File: src/rtl/uart_rx_param.sv
// rtl/uart_rx_param.sv - parameterised UART receiver with held-word handshake and error flags
module uart_rx_param #(
    parameter int DATA_BITS    = 8,
    parameter int CLKS_PER_BIT = 32,
    parameter int PARITY_MODE  = 1,
    parameter int STOP_BITS    = 1
) (
    input  logic                 clk,
    input  logic                 rst,
    input  logic                 rx,
    input  logic                 ack,
    output logic [DATA_BITS-1:0] data,
    output logic                 valid,
    output logic                 parity_err,
    output logic                 frame_err,
    output logic                 overrun,
    output logic                 busy
);
    localparam logic [15:0] LAST_CNT  = 16'(CLKS_PER_BIT - 1);
    localparam logic [15:0] MID_CNT   = 16'(CLKS_PER_BIT / 2);
    localparam logic [3:0]  LAST_DATA = 4'(DATA_BITS - 1);
    localparam logic [3:0]  LAST_STOP = 4'(STOP_BITS - 1);

    typedef enum logic [2:0] {
        S_IDLE   = 3'd0,
        S_START  = 3'd1,
        S_DATA   = 3'd2,
        S_PARITY = 3'd3,
        S_STOP   = 3'd4,
        S_BREAK  = 3'd5
    } state_t;

    state_t               state, state_nxt;
    logic                 rx_meta, rxs;
    logic [1:0]           warm;
    logic                 armed;
    logic [15:0]          cnt;
    logic [3:0]           bit_idx;
    logic [DATA_BITS-1:0] shift;
    logic                 par_bit, stop_done, stop_low, stop_high;
    logic                 bit_tick, mid_tick, complete, is_break, par_calc, par_err_calc;

    // armed only rises once the synchronizer holds real line samples showing idle,
    // so a line already low when reset releases never starts a frame
    always_ff @(posedge clk or negedge rst) begin
        if (!rst) begin
            rx_meta <= 1'b1;
            rxs     <= 1'b1;
            warm    <= 2'b00;
            armed   <= 1'b0;
        end else begin
            rx_meta <= rx;
            rxs     <= rx_meta;
            warm    <= {warm[0], 1'b1};
            if (warm[1] && rxs) begin
                armed <= 1'b1;
            end
        end
    end

    always_ff @(posedge clk or negedge rst) begin
        if (!rst) begin
            state <= S_IDLE;
        end else begin
            state <= state_nxt;
        end
    end

    always_comb begin
        state_nxt = state;
        case (state)
            S_IDLE:   if (armed && !rxs) state_nxt = S_START;
            S_START:  if (mid_tick) state_nxt = rxs ? S_IDLE : S_DATA;
            S_DATA:   if (bit_tick && bit_idx == LAST_DATA)
                          state_nxt = (PARITY_MODE != 0) ? S_PARITY : S_STOP;
            S_PARITY: if (bit_tick) state_nxt = S_STOP;
            S_STOP:   if (stop_done) state_nxt = is_break ? S_BREAK : S_IDLE;
            S_BREAK:  if (rxs) state_nxt = S_IDLE;
            default:  state_nxt = S_IDLE;
        endcase
    end

    always_comb begin
        busy         = (state != S_IDLE);
        bit_tick     = (cnt == LAST_CNT);
        mid_tick     = (cnt == MID_CNT);
        complete     = (state == S_STOP) && stop_done;
        is_break     = (shift == '0) && !stop_high;
        par_calc     = (PARITY_MODE == 2) ? ~^shift : ^shift;
        par_err_calc = (PARITY_MODE != 0) && (par_bit != par_calc);
    end

    // counter restarts at the start-bit centre so each later tick lands mid-bit
    always_ff @(posedge clk or negedge rst) begin
        if (!rst) begin
            cnt       <= '0;
            bit_idx   <= '0;
            shift     <= '0;
            par_bit   <= 1'b0;
            stop_done <= 1'b0;
            stop_low  <= 1'b0;
            stop_high <= 1'b0;
        end else begin
            case (state)
                S_START: begin
                    cnt       <= mid_tick ? '0 : cnt + 16'd1;
                    bit_idx   <= '0;
                    stop_low  <= 1'b0;
                    stop_high <= 1'b0;
                end
                S_DATA: begin
                    cnt <= bit_tick ? '0 : cnt + 16'd1;
                    if (bit_tick) begin
                        shift   <= {rxs, shift[DATA_BITS-1:1]};
                        bit_idx <= (bit_idx == LAST_DATA) ? '0 : bit_idx + 4'd1;
                    end
                end
                S_PARITY: begin
                    cnt <= bit_tick ? '0 : cnt + 16'd1;
                    if (bit_tick) begin
                        par_bit <= rxs;
                    end
                end
                S_STOP: begin
                    cnt <= bit_tick ? '0 : cnt + 16'd1;
                    if (stop_done) begin
                        stop_done <= 1'b0;
                    end else if (bit_tick) begin
                        bit_idx <= bit_idx + 4'd1;
                        if (rxs) stop_high <= 1'b1;
                        else     stop_low  <= 1'b1;
                        if (bit_idx == LAST_STOP) stop_done <= 1'b1;
                    end
                end
                default: begin
                    cnt       <= '0;
                    stop_done <= 1'b0;
                end
            endcase
        end
    end

    // a completing frame loses to an unacknowledged held word and only marks overrun
    always_ff @(posedge clk or negedge rst) begin
        if (!rst) begin
            data       <= '0;
            valid      <= 1'b0;
            parity_err <= 1'b0;
            frame_err  <= 1'b0;
            overrun    <= 1'b0;
        end else if (complete) begin
            if (!valid || ack) begin
                data       <= shift;
                parity_err <= par_err_calc;
                frame_err  <= stop_low;
                valid      <= 1'b1;
            end else begin
                overrun <= 1'b1;
            end
        end else if (ack && valid) begin
            valid      <= 1'b0;
            parity_err <= 1'b0;
            frame_err  <= 1'b0;
            overrun    <= 1'b0;
        end
    end
endmodule

File: config.mk
export PLATFORM = sky130hd
export DESIGN_NAME = uart_rx_param
export DESIGN_NICKNAME = d
export VERILOG_FILES = /design/src/rtl/uart_rx_param.sv
export SDC_FILE = /design/constraint.sdc
export NUM_CORES = 1
export LEC_CHECK = 0
export BUFFER_PORTS_ARGS = -buffer_cell sky130_fd_sc_hd__buf_2
export CAP_MARGIN = 20
export CORE_MARGIN = 2
export CORE_UTILIZATION = 64
export CTS_CLUSTER_DIAMETER = 120
export CTS_CLUSTER_SIZE = 16
export DETAILED_ROUTE_END_ITERATION = 8
export PLACE_DENSITY = 0.84
export SYNTH_ARGS = -nofsm -noshare
export SYNTH_HDL_FRONTEND = slang
export SYNTH_SLANG_ARGS = --single-unit
export TNS_END_PERCENT = 1
File: constraint.sdc
create_clock -name clk -period 3.05 [get_ports clk]
set_input_delay 0.1525 -clock clk [delete_from_list [all_inputs] [get_ports clk]]
set_output_delay 0.1525 -clock clk [all_outputs]
set_load 0.005 [all_outputs]
==> impl_metrics.py, run 1 <==
metrics = {
    "global_route": {
        "grt_pass1_wl_mm": 7.20,
        "overflow": 0,
        "grt_pass1_vias": 1659,
        "grt_max_degree": 28,
        "grt_use_total_pct": 20.8,
        "antenna_found_initial": 0,
    },
    "pwr": {
        "p_per_area_nw_per_um2": 615,
        "pwr-share-comb_pct": 29.9,
        "netSwitchingPower_w": 0.000629,
        "pwr-share-seq_pct": 47.8,
        "ir_drop_v": 0.000417,
        "p_leak_nw": 1.31,
        "switching_share_pct": 35.8,
        "clock_power_share_pct": 22.3,
        "p_int_w": 0.00113,
    },
    "detailed_routing": {
        "drc": 0,
        "vias": 1775,
        "drt_wl_total_mm": 4.24,
        "post_drt_wl_per_cell_um": 13.3,
        "via_per_inst": 5.56,
        "first_pass_iters": 4,
        "drt_iter0_markers": 142,
        "drtAntennaViolNets": 0,
    },
    "setup_path": {
        "crit_chain": "ha_1 -> and3_1 -> nand4_4 -> o32a_4 -> a21oi_2 -> mux2_2",
        "slowest_stage": "dfrtp_1",
        "path_max_fanout": 7,
        "crit_type": "reg -> reg",
        "crit_required_ns": 3.25,
        "endpoint_kind": "register",
        "cp.arrival_ns": 2.36,
        "max_stage_delay_ns": 0.43,
        "startpoint_type": "register",
    },
    "floorplan": {
        "die_y_um": 68.2,
        "fp.dieW_um": 68.2,
        "ioPinCount": 17,
        "core_area_um2": 3970,
        "rows": 23,
        "start_util_pct": 66.3,
        "die_area_um2": 4640,
    },
    "timing": {
        "min_period_ns": 2.16,
        "worstMarginPinSlew_ns": 0.700,
        "slew_headroom_pct": 53.0,
        "setup_tns_ns": 0,
        "setup_viol": 0,
        "hold_slack_ns": 0.0803,
        "clock_skew_ns": 0.00805,
        "drv_slew": 0,
        "final_hold_viol_count": 0,
        "max_freq_mhz": 462,
        "rsz0062_at_grt": "no",
        "finalCritPeriodShare_pct": 71.0,
    },
    "clock_network": {
        "post_cts_resized": 0,
        "clock-root-buffer": "clkbuf_8",
        "path_clk_slew_ns": 0.10,
        "clockBufferDepth": 2,
        "cts_made_buffers": 5,
        "clkSinkCount": 52,
        "cts_tree": "built",
        "insertion_delay_ns": 0.31,
        "cts_hold_buf": 2,
        "post_cts_buffers": 0,
        "h-tree-depth": 2,
    },
    "worst_hold_path": {
        "hold_class": "in -> reg",
    },
    "placed_design": {
        "dp_hpwl_mm": 3.10,
        "port_buffers": 16,
        "place_congestion": 0.940,
    },
    "logic_synthesis": {
        "synth_cell_type_count": 52,
        "yosysWarnings": 0,
        "synthMostInstantiatedCell": "dfrtp_1",
        "netlist.area_leader.share_pct": 47.5,
        "synth_nets": 261,
        "synth-seq-cells": 52,
        "syn-instance-count": 249,
        "syn_area_per_cell_um2": 10.6,
        "ys_seq_area_share_pct": 49.5,
        "synth.area.top_cells": "dfrtp_1 48%, mux2_2 4.3%, nor2_1 3.8%, ha_1 3.8%, xnor2_1 3.7%",
        "synth.largest_area_cell": "dfrtp_1",
        "synth_edf_count": 0,
        "synth_common_cells": "50 x dfrtp_1, 27 x nor2_1, 23 x nand2_1, 19 x inv_1, 11 x xnor2_1",
        "synthArstFlopShare_pct": 100,
        "syn_area_um2": 2630,
        "ys.flop_type": "dfrtp_1",
    },
    "layout": {
        "nFillCells": 307,
        "antenna_cells": 0,
        "final_util_pct": 72.0,
        "regArea_um2": 1300,
        "drive_above_1_share_pct": 20.4,
        "syn2layout_area_growth_pct": 8.60,
        "multiInputGateArea_um2": 1220,
        "nets": 280,
    },
    "flow_run": {
        "max_cap_viol_count": 0,
    },
    "run_status": {
        "outcome": "finished clean",
    },
}
-- worst max-delay path, delay by kind of cell, from the launching register on --
kind,cells,cell delay [ns]
AOI/OAI and AO/OA,2,0.63
DFF,1,0.43
and+or+nand+nor,2,0.41
muxes,1,0.36
adders and majority gates,1,0.23
-- placed cells by master, fill, tap and decap left out, drive strengths merged, types with 2 or more instances in the layout --
master / synthesis / layout
and3: 6 / 6
inv: 19 / 19
nor4b: 2 / 2
dlygate4sd3: 0 / 2
a32o: 2 / 2
nor3b: 2 / 2
nor2: 27 / 27
mux2i: 4 / 4
dfstp: 2 / 2
nor4: 2 / 2
nand2: 23 / 23
xnor2: 11 / 11
nand3: 9 / 9
xor2: 8 / 8
a21oi: 4 / 4
nor2b: 4 / 4
nand4: 7 / 7
mux2: 10 / 10
buf: 4 / 18
clkbuf: 4 / 6
ha: 8 / 8
dfrtp: 50 / 50
nor3: 4 / 4
o21ai: 14 / 14
nand2b: 2 / 2
-- power by group through the flow --
stage / Combinational (W) / Sequential (W) / Clock [W]
floorplan: 0.000444 / 0.000797 / 0
global placement: 0.000492 / 0.000848 / 0
detailed placement: 0.000517 / 0.000853 / 0
CTS: 0.000525 / 0.000840 / 0.000403
global route: 0.000597 / 0.000855 / 0.000435
finish: 0.000527 / 0.000841 / 0.000392
-- per-layer routing --
metal | track usage (%) | wire [um] | vias up
li1 | - | - | 897
met1 | 26.2 | 1980 | 839
met2 | 35.7 | 2060 | 34
met3 | 5.43 | 162 | 5
met4 | 5.25 | 49 | 0
met5 | 0 | 0 | -
-- path summary, 6_finish.rpt --
check                                  startpoint                     end  slack, ns  depth (start not counted)
worst min-delay path                          ack     overrun$_DFFE_PN0P_       0.08                          2
max in group asynchronous                     rst       rx_meta$_DFF_PN1_       1.91                          3
worst min register to register  warm[0]$_DFF_PN0_       warm[1]$_DFF_PN0_       0.35                          0
min in group asynchronous                     rst     data[2]$_DFFE_PN0P_       0.36                          2
worst max register to register   cnt[0]$_DFF_PN0_  bit_idx[0]$_DFFE_PN0P_       0.89                          6
worst max-delay path             cnt[0]$_DFF_PN0_  bit_idx[0]$_DFFE_PN0P_       0.89                          6
-- registers in the layout, indices dropped and copies added, names as in the netlist --
register and flops:
armed 1, bit_idx 4, cnt 16, data 8, frame_err 1, overrun 1, par_bit 1, parity_err 1
rx_meta 1, rxs 1, shift 8, state 3, stop_done 1, stop_high 1, stop_low 1, valid 1
warm 2
-- kinds of logic (layout without fill, tap and decap cells) --
group | after synthesis | in the layout | share of synthesized area (%)
AND/OR/NAND/NOR | 94 | 94 | 19.9
flip-flops | 52 | 52 | 49.5
AO/OA/AOI/OAI | 34 | 34 | 10.3
buffers and inverters | 27 | 47 | 4.23
XOR/XNOR | 19 | 19 | 6.32
multiplexers | 14 | 14 | 5.80
adder cells (fa/ha/maj) | 8 | 8 | 3.80
other | 1 | 1 | 0.142
-- per-stage QoR --
stage | worst slack [ns] | instances | cell area [um^2] | power (W)
after global placement | 0.810 | 308 | 2740 | 0.00134
after floorplan | 1.06 | 249 | 2630 | 0.00124
after global routing | 0.771 | 319 | 2860 | 0.00189
after CTS | 0.880 | 319 | 2860 | 0.00177
after detailed placement | 0.904 | 309 | 2750 | 0.00137
final | 0.885 | 319 | 2860 | 0.00176
-- area by class of cell --
cell class                      count  share of cell area (%)
Sequential cell                    52                    45.6
Multi-Input combinational cell    170                    42.6
Tap cell                           50                    2.19
Clock buffer                        6                    2.54
Clock inverter                      2                   0.569
Inverter                           19                    2.49
Timing Repair Buffer               20                    4.02
Note: power is estimated with default switching activity, not from simulation.
==> run 2, diff against run 1 <==
CORE_UTILIZATION = 60   (was 64)
PLACE_DENSITY = 0.79   (was 0.84)
clock period = 2.1 ns   (was 3.05 ns; I/O delays follow)
==> run 2 against run 1 <==
  * Critical path depth unchanged
  * Register-to-register slack lost 0.82 ns
  * Critical path type unchanged
  * Sequential share of layout area shrank 3.4 points
  * Largest power group unchanged
  * Power increased by 61%
  * Non-clock buffer count rose by 23
  * Final cell count grew 7.8%
  * Clock skew is essentially flat
  * Sequential cell count unchanged
  * Combinational power is 94% higher
  * Setup slack got worse by 0.82 ns
  * Critical endpoint is now bit_idx[3]$_DFFE_PN0P_
==> impl_metrics.py, run 2 (synthesized netlist as in run 1, its figures left out) <==
metrics = {
    "floorplan": {
        "rows": 24,
        "core_area_um2": 4290,
        "start_util_pct": 61.3,
        "ioPinCount": 17,
        "fp.dieW_um": 70.3,
        "die_y_um": 70.3,
        "die_area_um2": 4940,
    },
    "detailed_routing": {
        "via_per_inst": 5.63,
        "drtAntennaViolNets": 0,
        "post_drt_wl_per_cell_um": 14.4,
        "drt_wl_total_mm": 4.94,
        "vias": 1936,
        "drt_iter0_markers": 116,
        "first_pass_iters": 4,
        "drc": 0,
    },
    "timing": {
        "drv_slew": 0,
        "hold_slack_ns": 0.0307,
        "finalCritPeriodShare_pct": 96.9,
        "worstMarginPinSlew_ns": 0.548,
        "slew_headroom_pct": 63.4,
        "clock_skew_ns": 0.00823,
        "setup_viol": 0,
        "min_period_ns": 2.03,
        "max_freq_mhz": 492,
        "final_hold_viol_count": 0,
        "rsz0062_at_grt": "yes",
        "setup_tns_ns": 0,
        "setup_ws_ns": 0.0660,
    },
    "setup_path": {
        "crit_type": "reg -> reg",
        "r2r-end": "bit_idx[3]$_DFFE_PN0P_",
        "r2r_cells": 6,
        "endpoint_kind": "register",
        "startpoint": "cnt[10]$_DFF_PN0_",
        "startpoint_type": "register",
        "crit_required_ns": 2.30,
        "path_max_fanout": 6,
        "r2r_slack_ns": 0.07,
        "r2r-start": "cnt[10]$_DFF_PN0_",
        "cp.arrival_ns": 2.24,
    },
    "global_route": {
        "overflow": 0,
        "grt_pass1_wl_mm": 8.60,
        "grt_max_degree": 29,
        "grt_pass1_vias": 1923,
        "antenna_found_initial": 0,
        "grt_use_total_pct": 21.8,
    },
    "placed_design": {
        "dp_slack_ns": 0.0135,
        "dp_hpwl_mm": 3.64,
        "placedInstanceArea_um2": 2940,
        "place_congestion": 0.953,
        "port_buffers": 16,
    },
    "layout": {
        "drive_above_1_share_pct": 27.7,
        "reg.largest.list": "cnt x16, data x8, shift x8",
        "largest_reg_flops": 16,
        "top_register": "cnt",
        "layout_common_cells": "50 x dfrtp_1, 27 x nor2_1, 23 x nand2_1, 23 x buf_4, 19 x inv_1",
        "final_area_um2": 3090,
        "nFillCells": 318,
        "syn2layout_area_growth_pct": 17.3,
        "layout_commonest_cell": "dfrtp_1",
        "final_util_pct": 72.0,
        "nets": 303,
        "antenna_cells": 0,
    },
    "clock_network": {
        "cts_made_buffers": 5,
        "path_clk_slew_ns": 0.09,
        "h-tree-depth": 2,
        "insertion_delay_ns": 0.31,
        "clkSinkCount": 52,
        "clock-root-buffer": "clkbuf_8",
        "cts_tree": "built",
        "clockBufferDepth": 2,
    },
    "worst_hold_path": {
        "min_to": "overrun$_DFFE_PN0P_",
        "hold_class": "in -> reg",
        "min_from": "ack",
        "whs_path_depth": 2,
    },
    "pwr": {
        "ir_drop_v": 0.000628,
        "p_per_area_nw_per_um2": 915,
        "p_leak_nw": 1.45,
    },
    "flow_run": {
        "max_cap_viol_count": 0,
    },
    "run_status": {
        "outcome": "finished clean",
    },
}
-- run 2: layout make-up --
| class | count | area [um^2] | area share [%] |
|---|---|---|---|
| flip-flops and latches | 52 | 1300 | 42.2 |
| multi-input cells | 170 | 1240 | 40.1 |
| well taps | 52 | 65.1 | 2.11 |
| inverters | 19 | 71.3 | 2.31 |
| clock buffers | 6 | 82.6 | 2.67 |
| clock inverters | 2 | 15.0 | 0.486 |
| repair buffers | 43 | 313 | 10.1 |
-- run 2: power breakdown --
part | leakage, nW | switching, W | internal, W
clock network | 0.0434 | 0.000333 | 0.000267
registers | 0.695 | 0.000121 | 0.00108
logic | 0.713 | 0.000552 | 0.000472
total | 1.45 | 0.00101 | 0.00182
-- run 2: how the worst max path moves through the flow --
stage | end | cells after the start
floorplan | bit_idx[0]$_DFFE_PN0P_ | 6
global placement | cnt[15]$_DFF_PN0_ | 4
detailed placement | bit_idx[3]$_DFFE_PN0P_ | 7
CTS | bit_idx[3]$_DFFE_PN0P_ | 7
global route | state[0]$_DFFE_PN0P_ | 8
finish | bit_idx[3]$_DFFE_PN0P_ | 6
-- run 2: repair_timing --
action                                  4_1_cts  5_1_grt
pin swaps                                     0        4
endpoints found under the hold margin        25        0
hold buffers                                  2        0
gates resized for setup                       1        4
endpoints found under the setup margin        2       12
buffers inserted                              0        2
-- run 2: per-layer routing --
layer  track usage, %  up-vias  share of wire (%)
met4             9.40        0                2.2
met3             3.46       17                4.3
met5                0        -                  0
met1             28.0      939                 43
met2             36.4       48                 50
li1                 -      932                  -
-- run 2: stage by stage --
stage          instances  total power, W
6_report             344         0.00283
5_1_grt              344         0.00297
4_1_cts              342         0.00275
3_5_place_dp         332         0.00215
3_3_place_gp         331         0.00209
2_1_floorplan        249         0.00180
-- run 2: worst max-delay path, stage by stage (launching register included) --
cell and delay [ns]:
dfrtp_1 0.41, nor4_4 0.37, nand4_4 0.16, buf_12 0.17, o32a_4 0.33, a221o_1 0.27, a22o_1 0.20
==> run 3, diff against run 2 <==
clock period = 2 ns   (was 2.1 ns; I/O delays follow)
==> run 3 against run 2 <==
  * The run now ends with setup timing left
  * Global-route usage increased by 0.77 points
  * Clock skew fell by 0.0036 ns
  * Register-to-register slack lost 0.09 ns
  * Maximum frequency up 0.52%
  * Count of clock-buffer cells in the layout grew 1
  * Cell area is 1.9% higher
  * Sequential cell count unchanged
  * Combinational power rose by 19%
  * Critical path depth unchanged
  * Clock power grew 3%
  * Die area unchanged
  * Largest cell class unchanged
  * Largest power group unchanged
==> impl_metrics.py, run 3 (synthesized netlist as in run 1, its figures left out) <==
metrics = {
    "run_status": {
        "outcome": "complete, but fails checks",
        "violations": "setup timing",
    },
    "clock_network": {
        "clkSinkCount": 52,
        "path_clk_slew_ns": 0.09,
        "insertion_delay_ns": 0.31,
        "cts_tree": "built",
        "clock-root-buffer": "clkbuf_8",
        "clockBufferDepth": 2,
        "cts_made_buffers": 5,
        "h-tree-depth": 2,
    },
    "layout": {
        "layout_commonest_cell": "dfrtp_1",
        "drive_above_1_share_pct": 29.3,
        "stdcell_count": 352,
        "layout_common_cells": "50 x dfrtp_1, 31 x buf_4, 27 x nor2_1",
        "largest_reg_flops": 16,
        "reg.largest.list": "cnt x16, data x8, shift x8",
        "syn2layout_area_growth_pct": 19.6,
        "nFillCells": 313,
        "top_register": "cnt",
        "antenna_cells": 0,
        "nets": 311,
        "final_util_pct": 73.3,
    },
    "setup_path": {
        "crit_required_ns": 2.20,
        "max_stage_delay_ns": 0.42,
        "cp.arrival_ns": 2.23,
        "crit_chain": "nor4_4 -> nand4_4 -> buf_12 -> nand2b_2 -> a221o_1 -> a22o_1",
        "path_max_fanout": 5,
        "slowest_stage": "dfrtp_1",
        "startpoint": "cnt[8]$_DFF_PN0_",
        "endpoint_kind": "register",
        "crit_type": "reg -> reg",
        "r2r-start": "cnt[8]$_DFF_PN0_",
        "startpoint_type": "register",
    },
    "pwr": {
        "ir_drop_v": 0.000681,
        "switching_share_pct": 34.8,
        "netSwitchingPower_w": 0.00106,
        "p_leak_nw": 1.48,
        "pwr-share-comb_pct": 39.5,
        "pwr-share-seq_pct": 40.2,
        "clock_power_share_pct": 20.2,
        "p_int_w": 0.00199,
        "p_per_area_nw_per_um2": 968,
    },
    "timing": {
        "drv_slew": 0,
        "setup_ws_ns": -0.0234,
        "final_hold_viol_count": 0,
        "hold_slack_ns": 0.0408,
        "clock_skew_ns": 0.00463,
        "rsz0062_at_grt": "yes",
        "min_period_ns": 2.02,
        "max_freq_mhz": 494,
        "finalCritPeriodShare_pct": 101,
        "setup_viol": 2,
    },
    "worst_hold_path": {
        "min_from": "ack",
        "hold_class": "in -> reg",
    },
    "detailed_routing": {
        "drt_wl_total_mm": 4.88,
        "post_drt_wl_per_cell_um": 13.9,
        "vias": 1929,
        "first_pass_iters": 4,
        "drc": 0,
        "drtAntennaViolNets": 0,
        "drt_iter0_markers": 46,
        "via_per_inst": 5.48,
    },
    "floorplan": {
        "start_util_pct": 61.3,
        "rows": 24,
        "ioPinCount": 17,
        "die_area_um2": 4940,
        "die_y_um": 70.3,
        "fp.dieW_um": 70.3,
        "core_area_um2": 4290,
    },
    "placed_design": {
        "dp_hpwl_mm": 3.60,
        "place_inst": 340,
        "place_congestion": 0.897,
        "port_buffers": 16,
    },
    "global_route": {
        "antenna_found_initial": 0,
        "overflow": 0,
        "grt_max_degree": 24,
        "grt_pass1_vias": 1952,
        "grt_use_total_pct": 22.6,
        "grt_pass1_wl_mm": 8.78,
    },
    "flow_run": {
        "max_cap_viol_count": 0,
    },
}
[run 3: cell count changes in the layout (fill, tap and decap cells not counted), sizes merged]
cell	before	now
clkbuf	6	7
clkinvlp	2	1
buf	41	49
[run 3: through the flow]
stage	setup TNS (ns)	instance area [um^2]	setup slack (ns)	power (W)
after floorplan	0	2630	0.00775	0.00189
after global placement	-2.70	2980	-0.165	0.00226
after detailed placement	-0.275	2980	-0.125	0.00232
after CTS	-0.208	3130	-0.0386	0.00301
after global routing	-0.368	3150	-0.107	0.00325
final	-0.0464	3150	-0.0234	0.00305
[run 3: cell type report]
class	instances	area [um^2]	share of cell area, %
clock buffers	7	86.3	2.74
clock inverters	1	7.51	0.238
inverters	19	71.3	2.26
multi-input cells	170	1250	39.7
flip-flops and latches	52	1300	41.4
well taps	52	65.1	2.07
repair buffers	51	364	11.6
[run 3: power by group through the flow]
| stage | logic (W) | clock network, W | registers, W |
|---|---|---|---|
| CTS | 0.00115 | 0.000631 | 0.00122 |
| global placement | 0.00102 | 0 | 0.00124 |
| detailed placement | 0.00107 | 0 | 0.00125 |
| global route | 0.00135 | 0.000672 | 0.00123 |
| floorplan | 0.000678 | 0 | 0.00122 |
| finish | 0.00121 | 0.000617 | 0.00123 |
[run 3: routing by layer]
layer,vias to the layer above,GRT usage [%],part of all wire (%)
met5,-,0,0
met4,0,8.55,2.1
met3,13,4.76,4.3
met2,48,37.3,49
met1,918,29.1,44
li1,950,-,-
[run 3: worst max-delay path, delay by kind of cell (launching register included)]
family	cells	cell delay [ns]
compound gates	2	0.56
simple gates	3	0.78
flops	1	0.42
buf+inv	1	0.17
[run 3: path summary, 6_finish.rpt]
kind                       cells after the start  slack [ns]                     end
hold / removal                                 2        0.04     overrun$_DFFE_PN0P_
hold reg to reg                                0        0.36           rxs$_DFF_PN1_
setup / recovery                               6       -0.02  bit_idx[3]$_DFFE_PN0P_
setup reg to reg                               6       -0.02  bit_idx[3]$_DFFE_PN0P_
min in group asynchronous                      2        0.19        cnt[9]$_DFF_PN0_
max in group asynchronous                      3        1.19           rxs$_DFF_PN1_
[run 3: repair_timing]
action,in CTS,in global routing
hold buffers,2,0
resized for setup,3,3
setup endpoints to repair,3,22
pin swaps,4,3
buffers inserted,2,0
endpoints found under the hold margin,11,0
